==> src/rtl/mem_port_arbiter_pkg.sv <==
// Shared types and constants for the instruction/data memory port arbiter.
// Word and address widths match the rest of the CPU datapath.
package mem_port_arbiter_pkg;

  localparam int unsigned WORD_W = 16;
  localparam int unsigned ADDR_W = 16;
  localparam int unsigned WAIT_W = 8;

  typedef logic [WORD_W-1:0] word_t;
  typedef logic [ADDR_W-1:0] addr_t;

  // Returned in place of real data when a memory access times out.
  localparam word_t NOOP_WORD = 16'h0000;

  typedef enum logic [2:0] {
    StIdle,
    StIfetch,
    StDread,
    StDwrite,
    StResp
  } arb_state_e;

endpackage

==> src/rtl/mem_port_arbiter_if.sv <==
// Bundles the fetch port, the load/store port and the external memory port.
// The slave modport is the arbiter's view; master is the surrounding CPU and memory.
interface mem_port_arbiter_if;
  import mem_port_arbiter_pkg::*;

  addr_t inst_addr;
  word_t inst_data;
  logic  inst_ready;

  logic  data_read;
  logic  data_write;
  addr_t data_addr;
  word_t data_wdata;
  word_t data_rdata;
  logic  data_ready;

  logic  mem_req;
  logic  mem_we;
  addr_t mem_addr;
  word_t mem_wdata;
  word_t mem_rdata;
  logic  mem_ack;
  logic  mem_err;

  modport slave (
    input  inst_addr, data_read, data_write, data_addr, data_wdata, mem_rdata, mem_ack,
    output inst_data, inst_ready, data_rdata, data_ready, mem_req, mem_we, mem_addr,
           mem_wdata, mem_err
  );

  modport master (
    output inst_addr, data_read, data_write, data_addr, data_wdata, mem_rdata, mem_ack,
    input  inst_data, inst_ready, data_rdata, data_ready, mem_req, mem_we, mem_addr,
           mem_wdata, mem_err
  );

endinterface

==> src/rtl/inst_line_buf.sv <==
// One-entry instruction buffer: a fill port, an address-matched invalidate port and a
// combinational hit against the current fetch address.
module inst_line_buf
  import mem_port_arbiter_pkg::*;
(
  input  logic  clk_i,
  input  logic  rst_ni,
  input  logic  wr_en_i,
  input  addr_t wr_addr_i,
  input  word_t wr_data_i,
  input  logic  inv_en_i,
  input  addr_t inv_addr_i,
  input  addr_t lookup_addr_i,
  output logic  hit_o,
  output word_t data_o
);

  logic  valid_q, valid_d;
  addr_t addr_q, addr_d;
  word_t data_q, data_d;

  always_comb begin
    valid_d = valid_q;
    addr_d  = addr_q;
    data_d  = data_q;
    if (wr_en_i) begin
      valid_d = 1'b1;
      addr_d  = wr_addr_i;
      data_d  = wr_data_i;
    end else if (inv_en_i && (inv_addr_i == addr_q)) begin
      valid_d = 1'b0;
    end
  end

  always_ff @(posedge clk_i or negedge rst_ni) begin
    if (!rst_ni) begin
      valid_q <= 1'b0;
      addr_q  <= '0;
      data_q  <= '0;
    end else begin
      valid_q <= valid_d;
      addr_q  <= addr_d;
      data_q  <= data_d;
    end
  end

  assign hit_o  = valid_q && (addr_q == lookup_addr_i);
  assign data_o = data_q;

endmodule

==> src/rtl/mem_port_arbiter.sv <==
// Shares one single-port memory between instruction fetch and load/store, one access
// in flight at a time, data before fetch, with a wait-cycle timeout per access.
module mem_port_arbiter
  import mem_port_arbiter_pkg::*;
#(
  parameter int unsigned MAX_WAIT = 255
) (
  input logic                clk,
  input logic                rst_n,
  mem_port_arbiter_if.slave  bus
);

  arb_state_e        state_q, state_d;
  logic              mem_req_q, mem_req_d;
  logic              mem_we_q, mem_we_d;
  addr_t             mem_addr_q, mem_addr_d;
  word_t             mem_wdata_q, mem_wdata_d;
  logic              data_ready_q, data_ready_d;
  word_t             data_rdata_q, data_rdata_d;
  logic [WAIT_W-1:0] wait_cnt_q, wait_cnt_d;
  logic              mem_err_q, mem_err_d;

  logic              inst_hit;
  word_t             ibuf_data;
  logic              ibuf_wr;
  logic              ibuf_inv;
  logic [WAIT_W-1:0] wait_inc;
  logic              timeout;
  logic              done;
  word_t             resp_data;

  assign wait_inc  = wait_cnt_q + 1'b1;
  // Ack wins over a timeout landing on the same cycle.
  assign timeout   = !bus.mem_ack && (wait_inc == WAIT_W'(MAX_WAIT));
  assign done      = bus.mem_ack || timeout;
  assign resp_data = bus.mem_ack ? bus.mem_rdata : NOOP_WORD;

  always_comb begin
    state_d      = state_q;
    mem_req_d    = mem_req_q;
    mem_we_d     = mem_we_q;
    mem_addr_d   = mem_addr_q;
    mem_wdata_d  = mem_wdata_q;
    data_ready_d = 1'b0;
    data_rdata_d = data_rdata_q;
    wait_cnt_d   = wait_cnt_q;
    mem_err_d    = mem_err_q;
    ibuf_wr      = 1'b0;
    ibuf_inv     = 1'b0;

    unique case (state_q)
      StIdle: begin
        wait_cnt_d = '0;
        if (bus.data_write) begin
          state_d     = StDwrite;
          mem_req_d   = 1'b1;
          mem_we_d    = 1'b1;
          mem_addr_d  = bus.data_addr;
          mem_wdata_d = bus.data_wdata;
        end else if (bus.data_read) begin
          state_d    = StDread;
          mem_req_d  = 1'b1;
          mem_we_d   = 1'b0;
          mem_addr_d = bus.data_addr;
        end else if (!inst_hit) begin
          state_d    = StIfetch;
          mem_req_d  = 1'b1;
          mem_we_d   = 1'b0;
          mem_addr_d = bus.inst_addr;
        end
      end
      StIfetch, StDread, StDwrite: begin
        if (done) begin
          mem_req_d = 1'b0;
          mem_we_d  = 1'b0;
          if (timeout) mem_err_d = 1'b1;
          if (state_q == StIfetch) begin
            // Filled under the address actually fetched; a PC that moved meanwhile misses.
            ibuf_wr = 1'b1;
            state_d = StIdle;
          end else begin
            state_d      = StResp;
            data_ready_d = 1'b1;
            if (state_q == StDread) data_rdata_d = resp_data;
            else                    ibuf_inv     = 1'b1;
          end
        end else begin
          wait_cnt_d = wait_inc;
        end
      end
      StResp: begin
        state_d = StIdle;
      end
      default: begin
        state_d = StIdle;
      end
    endcase
  end

  always_ff @(posedge clk or negedge rst_n) begin
    if (!rst_n) begin
      state_q      <= StIdle;
      mem_req_q    <= 1'b0;
      mem_we_q     <= 1'b0;
      mem_addr_q   <= '0;
      mem_wdata_q  <= '0;
      data_ready_q <= 1'b0;
      data_rdata_q <= '0;
      wait_cnt_q   <= '0;
      mem_err_q    <= 1'b0;
    end else begin
      state_q      <= state_d;
      mem_req_q    <= mem_req_d;
      mem_we_q     <= mem_we_d;
      mem_addr_q   <= mem_addr_d;
      mem_wdata_q  <= mem_wdata_d;
      data_ready_q <= data_ready_d;
      data_rdata_q <= data_rdata_d;
      wait_cnt_q   <= wait_cnt_d;
      mem_err_q    <= mem_err_d;
    end
  end

  inst_line_buf u_inst_line_buf (
    .clk_i         (clk),
    .rst_ni        (rst_n),
    .wr_en_i       (ibuf_wr),
    .wr_addr_i     (mem_addr_q),
    .wr_data_i     (resp_data),
    .inv_en_i      (ibuf_inv),
    .inv_addr_i    (mem_addr_q),
    .lookup_addr_i (bus.inst_addr),
    .hit_o         (inst_hit),
    .data_o        (ibuf_data)
  );

  assign bus.inst_ready = inst_hit;
  assign bus.inst_data  = ibuf_data;
  assign bus.data_ready = data_ready_q;
  assign bus.data_rdata = data_rdata_q;
  assign bus.mem_req    = mem_req_q;
  assign bus.mem_we     = mem_we_q;
  assign bus.mem_addr   = mem_addr_q;
  assign bus.mem_wdata  = mem_wdata_q;
  assign bus.mem_err    = mem_err_q;

endmodule

==> src/flat_wrapper.sv <==
// flat-port wrapper written by rule: the top's interface ports become plain ports
module mem_port_arbiter_flat import mem_port_arbiter_pkg::*;
#(
  parameter int unsigned MAX_WAIT = 255
)
  (clk, rst_n, bus_inst_addr, bus_data_read, bus_data_write, bus_data_addr, bus_data_wdata, bus_mem_rdata, bus_mem_ack, bus_inst_data, bus_inst_ready, bus_data_rdata, bus_data_ready, bus_mem_req, bus_mem_we, bus_mem_addr, bus_mem_wdata, bus_mem_err);
  mem_port_arbiter_if bus_i ();
  input logic clk;
  input logic rst_n;
  input wire logic [$bits(bus_i.inst_addr)-1:0] bus_inst_addr;
  input wire logic [$bits(bus_i.data_read)-1:0] bus_data_read;
  input wire logic [$bits(bus_i.data_write)-1:0] bus_data_write;
  input wire logic [$bits(bus_i.data_addr)-1:0] bus_data_addr;
  input wire logic [$bits(bus_i.data_wdata)-1:0] bus_data_wdata;
  input wire logic [$bits(bus_i.mem_rdata)-1:0] bus_mem_rdata;
  input wire logic [$bits(bus_i.mem_ack)-1:0] bus_mem_ack;
  output wire logic [$bits(bus_i.inst_data)-1:0] bus_inst_data;
  output wire logic [$bits(bus_i.inst_ready)-1:0] bus_inst_ready;
  output wire logic [$bits(bus_i.data_rdata)-1:0] bus_data_rdata;
  output wire logic [$bits(bus_i.data_ready)-1:0] bus_data_ready;
  output wire logic [$bits(bus_i.mem_req)-1:0] bus_mem_req;
  output wire logic [$bits(bus_i.mem_we)-1:0] bus_mem_we;
  output wire logic [$bits(bus_i.mem_addr)-1:0] bus_mem_addr;
  output wire logic [$bits(bus_i.mem_wdata)-1:0] bus_mem_wdata;
  output wire logic [$bits(bus_i.mem_err)-1:0] bus_mem_err;
  assign bus_i.inst_addr = bus_inst_addr;
  assign bus_i.data_read = bus_data_read;
  assign bus_i.data_write = bus_data_write;
  assign bus_i.data_addr = bus_data_addr;
  assign bus_i.data_wdata = bus_data_wdata;
  assign bus_i.mem_rdata = bus_mem_rdata;
  assign bus_i.mem_ack = bus_mem_ack;
  assign bus_inst_data = bus_i.inst_data;
  assign bus_inst_ready = bus_i.inst_ready;
  assign bus_data_rdata = bus_i.data_rdata;
  assign bus_data_ready = bus_i.data_ready;
  assign bus_mem_req = bus_i.mem_req;
  assign bus_mem_we = bus_i.mem_we;
  assign bus_mem_addr = bus_i.mem_addr;
  assign bus_mem_wdata = bus_i.mem_wdata;
  assign bus_mem_err = bus_i.mem_err;
  mem_port_arbiter #(.MAX_WAIT(MAX_WAIT)) u_core (.clk(clk), .rst_n(rst_n), .bus(bus_i));
endmodule
==> config.mk <==
export PLATFORM = sky130hd
export DESIGN_NAME = mem_port_arbiter_flat
export DESIGN_NICKNAME = d
export VERILOG_FILES = /design/src/rtl/mem_port_arbiter_pkg.sv /design/src/rtl/mem_port_arbiter_if.sv /design/src/rtl/inst_line_buf.sv /design/src/rtl/mem_port_arbiter.sv /design/src/flat_wrapper.sv
export SDC_FILE = /design/constraint.sdc
export NUM_CORES = 1
export LEC_CHECK = 0
export ABC_CLOCK_PERIOD_IN_PS = 2700
export CAP_MARGIN = 20
export CORE_MARGIN = 5
export CORE_UTILIZATION = 38
export DETAILED_ROUTE_END_ITERATION = 7
export DONT_BUFFER_PORTS = 1
export GPL_TIMING_DRIVEN = 0
export PLACE_DENSITY = 0.62
export SYNTH_ARGS = -nofsm -noshare
export SYNTH_HDL_FRONTEND = slang
export SYNTH_SLANG_ARGS = --single-unit
==> constraint.sdc <==
create_clock -name clk -period 2.7 [get_ports clk]
set_clock_uncertainty 0.2 [all_clocks]
set_input_delay 0.675 -clock clk [delete_from_list [all_inputs] [get_ports clk]]
set_output_delay 0.675 -clock clk [all_outputs]
set_load 0.01 [all_outputs]
* After elaboration in Yosys (flattened, before gate mapping) *
Cells that the tools add are included.

word-level totals
  logic and storage cells = 73
  output and inout bits = 69
  bits of input ports = 69
  flip-flop bits (word level) = 96

cells by class
  reduce and logical (&&, ||, !) cells = 16
  $add $sub $neg = 1
  equality and inequality tests = 10
  multiplexer cells = 33
  bitwise operators = 1

operators by type and width
  operator                                                                  count
  16-bit 2-to-1 mux                                                         4
  16-bit equality test                                                      2
  1-bit 2-to-1 mux                                                          19
  8-bit case mux with 2 select lines                                        1
  3-bit 2-to-1 mux                                                          5
  8-bit by 1-bit adder with 8-bit output (second input constant)            1
  8-bit equality test (second input constant)                               1
  8-bit 2-to-1 mux                                                          1
  2-bit AND reduction                                                       4
  3-bit by 2-bit equality test with 1-bit output (second input constant)    2
  3-bit case mux with 2 select lines                                        1
  3-bit AND reduction                                                       2
  4-bit inequality test (second input constant)                             1
  1-bit case mux with 2 select lines                                        2
  4-bit AND reduction                                                       1
  2-bit nonzero test                                                        2
  3-bit by 1-bit equality test with 1-bit output (second input constant)    1
  1-bit logical AND                                                         3
  3-bit zero test                                                           1
  3-bit inequality test (second input constant)                             1
  3-bit OR reduction                                                        1
  2-bit by 1-bit inequality test with 1-bit output (second input constant)  1
  2-bit inequality test (second input constant)                             1
  1-bit zero test                                                           1
  2 further kinds                                                           2

* Logic depth before layout (Yosys ltp) *
  depth in word-level cells = 9
  gate-level depth with buffers = 9
  depth with buffers taken out = 7

* By module *
A second synthesis with hierarchy kept.

second synthesis, totals
  cell total of the unflattened synthesis = 387
  area total of the unflattened synthesis = 4631.9 sq um

by module, submodules not included
  module            area an instance (sq um)  cells each  sequential area each (sq um)  times used
  mem_port_arbiter  3057.9                    272         1576.5                        1
  inst_line_buf     1574.0                    115         825.8                         1

* Worst setup path after synthesis *
No wires, ideal clock.

  path kind = input to output
  start point = in bus_inst_addr[13]
  end point = out bus_inst_ready
  data arrival time = 2057 ps
  path slack = -232 ps
  stages = 6
  required time = 1825 ps
  buffers on the path = 1
  cell sequence = xor2_1 a2111o_1 a2111oi_4 buf_6 nand2_1 inv_1

on the way
  longest elaborated chain between the ends = 2

RTL lines
  what                  line                 text
  from (decl)           flat_wrapper.sv:10   input wire logic [$bits(bus_i.inst_addr)-1:0] bus_inst_addr;
  16-bit equality test  inst_line_buf.sv:47  assign hit_o = valid_q && (addr_q == lookup_addr_i);
  1-bit logical AND     inst_line_buf.sv:47
  to (decl)             flat_wrapper.sv:18   output wire logic [$bits(bus_i.inst_ready)-1:0] bus_inst_ready;

Every way passes these cells.

* Worst setup path after layout *
  start point = reg u_core.u_inst_line_buf.addr_q[9]
  end point = out bus_inst_ready

on the way
  longest elaborated chain between the ends = 2

RTL lines
  what                    line                 text
  from (decl)             inst_line_buf.sv:19  addr_t addr_q, addr_d;
  from (signal assigned)  inst_line_buf.sv:42  addr_q <= addr_d;
  16-bit equality test    inst_line_buf.sv:47
  1-bit logical AND       inst_line_buf.sv:47

Every way passes these cells.

==> flow_summary.toml <==
[outcome]
outcome = "complete, but fails checks"
violations_in_the_final_reports = "hold timing, setup timing"

[clocking]
cts-htree-levels = 3
cts.reportedPaths.clkPinSlew_ps = 70
cts_inserted_buffers = 9
worstSkewPairLatency_ps = 350
cts_buffer_depth = 2
ctsRootBufferMaster = "clkbuf_16"
cts_tree = "built"
number_of_clock_sinks_seen_by_cts = 96

[sta]
worst_slack_ps = -89.2
setup_violations = 1
post-route-period-util_pct = 103
fin_worst_hold_slack_ps = -187
slew-limit-headroom_pct = 56.0
timing.final.hold_violations = 96
fmax_mhz = 359
timing_max_transition_violations_final = 0
rsz0062_at_grt = "true"
worst-slew-pin-transition_ps = 656
post_route_minimum_period_ps = 2790

[critical_path]
rr_endpoint = "u_core.u_inst_line_buf.addr_q[13]$_DFFE_PN0P_"
worst_r2r_startpoint = "u_core.wait_cnt_q[0]$_DFFE_PN0P_"
timing_worst_setup_path_type = "reg -> out"
crit_path_max_fanout = 4
r2r_cells = 7
worst_ep_arrival_time_ps = 1910
critical_path.startpoint_type = "flip-flop"
ff2ff_setup_slack_ps = 170
timing.critical_path.to_type = "output port"
cp_data_required_time_ps = 1820

[die]
num_rows = 40
die-area_um2 = 14800
starting_density_of_the_core_pct = 39.1
chipWidth_um = 122
ports = 138
fp.dieH_um = 122
placeableCoreArea_um2 = 12100

[logic_synthesis]
postSynthRegisterBits = 96
synth-main-ff-cell = "dfrtp_1"
yosys.cell_types.count = 49
post_synthesis_net_count = 503
postSynthAreaPerCell_um2 = 11.0
synth-edff-count = 0
synth.yosys.seq_area_share_pct = 50.7
synth_cells = 432
ys_async_sr_fraction_pct = 100
post_synth_instance_area_um2 = 4740
yosys_warnings = 0

[global_routing]
grt_antenna_before_repair = 0
maximum_number_of_pins_on_one_net_before_global_route_repair = 97
global_route_wire_length_before_repair_mm = 20.5
first_global_vias = 3654
gr-usage-all-layers_pct = 18.0
globalRoute.totalOverflow = 0

[routing]
routed-via-count = 3534
detail-route-antenna-nets = 0
dr.pass1.iters = 4
drt_wl_total_mm = 13.0
drt_first_iter_violations = 305
detail_route.wl_per_cell_um = 21.0
drc = 0
post_dr_vias_cell = 5.70

[cells_and_area]
num-nets-final = 518
final_std_cells_w_o_fill = 620
antenna_cells = 0
area_growth_syn_to_layout_pct = 12.1
post_route_cells_drive_above_1_share_pct = 19.7

[place]
place_worst_setup_slack_ps = -433
io_buffers = 0
gp_routability_congestion = 0.847
post-place-cells = 600
detailedPlacementHpwl_mm = 9.36

[power]
power.leakage_nw = 2.20
power.ir.vdd_worst_uv = 552
final_total_pwr_mw = 6.24
power.density_nw_per_um2 = 1180

[flow_run]
max_cap_violations = 0

[hold_path]
holdCritPathClass = "in -> async"
[placed cells by master, fill, tap and decap left out, types with 3 or more instances in the layout]
cell / count
nor2b_1: 3
nand2_1: 52
clkbuf_1: 16
o221ai_1: 16
nand2b_1: 4
mux2_2: 32
xnor2_1: 26
buf_6: 4
clkinv_4: 3
buf_2: 4
clkbuf_16: 9
a221oi_2: 10
buf_4: 4
xor2_1: 5
inv_1: 23
o21ai_0: 7
nand3_1: 25
nand4_1: 5
dfrtp_1: 96
a22o_1: 16
a221oi_1: 7
nor2_1: 4
o31ai_1: 3
nor3_1: 20
or3_1: 15
[kinds of logic after synthesis]
kind of cell | count (synthesis) | synth area share, %
AO/OA/AOI/OAI | 76 | 15.2
XOR/XNOR | 31 | 5.73
adder cells (fa/ha/maj) | 2 | 0.528
buffers and inverters | 51 | 5.15
flip-flops | 96 | 50.7
multiplexers | 32 | 7.60
AND/OR/NAND/NOR | 144 | 15.1
[worst max-delay path by stage]
stage / from / endpoint / slack, ps / cells after the start
after floorplan: bus_inst_addr[1] / bus_inst_ready / -80 / 6
after global placement: bus_inst_addr[1] / bus_inst_ready / -380 / 6
after detailed placement: bus_inst_addr[4] / u_core.bus.mem_addr[12]$_DFFE_PN0P_ / -430 / 6
after CTS: u_core.u_inst_line_buf.addr_q[9]$_DFFE_PN0P_ / bus_inst_ready / -210 / 6
after global routing: u_core.u_inst_line_buf.addr_q[9]$_DFFE_PN0P_ / bus_inst_ready / -200 / 6
final: u_core.u_inst_line_buf.addr_q[9]$_DFFE_PN0P_ / bus_inst_ready / -90 / 6
[cells in the mapped netlist, types with 2 or more instances]
master | instances | area share [%]
a221oi_1 | 7 | 1.3
a221oi_2 | 10 | 3.2
a22o_1 | 16 | 3.0
a32o_1 | 2 | 0.42
and2_1 | 2 | 0.26
buf_2 | 4 | 0.42
buf_6 | 4 | 0.95
clkbuf_1 | 16 | 1.3
dfrtp_1 | 96 | 51
ha_1 | 2 | 0.53
inv_1 | 24 | 1.9
mux2_2 | 32 | 7.6
nand2_1 | 53 | 4.2
nand2b_1 | 4 | 0.53
nand3_1 | 25 | 2.6
nand4_1 | 5 | 0.66
nor2_1 | 4 | 0.32
nor2b_1 | 3 | 0.40
nor3_1 | 22 | 2.3
nor4_1 | 3 | 0.40
o21ai_0 | 7 | 0.74
o221ai_1 | 16 | 3.0
o22ai_1 | 2 | 0.26
o311ai_0 | 2 | 0.37
o31ai_1 | 4 | 0.63
or3_1 | 15 | 2.0
xnor2_1 | 26 | 4.8
xor2_1 | 5 | 0.92
[flip-flops by register name, summed over array words and instances (netlist names)]
signal / cells
u_core.u_inst_line_buf.valid_q: 1
u_core.bus.mem_addr: 16
u_core.wait_cnt_q: 8
u_core.bus.data_rdata: 16
u_core.state_q: 3
u_core.bus.mem_err: 1
u_core.bus.mem_we: 1
u_core.bus.data_ready: 1
u_core.bus.mem_req: 1
u_core.u_inst_line_buf.addr_q: 16
u_core.bus.mem_wdata: 16
u_core.u_inst_line_buf.data_o: 16
[layer usage]
layer	vias to the layer above	wire, um	GRT usage (%)
met4	0	202	4.83
met2	127	6240	28.2
met5	-	0	0
met3	18	1240	7.75
li1	1611	-	-
met1	1778	5350	22.8
[final cells by class]
class	instances	area (um^2)
plain buffers	27	155
inverters	24	90.1
well taps	168	210
clock inverters	6	45.0
multi-input cells	285	2150
flip-flops and latches	96	2400
clock buffers	10	229
fillers	1179	6800
repair buffers	4	30.0
[per-stage QoR]
stage / cell area, um^2 / utilization (%) / setup TNS (ps)
3_3_place_gp: 4950 / 40.9 / -6510
6_report: 5310 / 43.9 / -89.2
3_5_place_dp: 4950 / 40.9 / -7850
2_1_floorplan: 4740 / - / -79.1
4_1_cts: 5270 / 43.5 / -207
5_1_grt: 5310 / 43.9 / -199
[critical path, cell delays in order (launching register included)]
cell and delay [ps]:
dfrtp_1 410, nor2b_1 150, a2111o_1 430, a2111oi_4 260, buf_6 160, nand2_2 50
inv_2 100
[power by group]
part           leakage, nW  switching [mW]  internal [mW]
registers             1.19           0.897           2.07
clock network        0.137           0.579          0.630
logic                0.868            1.06           1.01
[what timing repair did]
item / in CTS / in global routing
pin swaps: 2 / 1
gates resized for setup: 4 / 6
endpoints found under the hold margin: 96 / 96
endpoints found under the setup margin: 35 / 43
gates cloned: 0 / 0
setup buffers: 3 / 1
(Power assumes the default switching activity.)
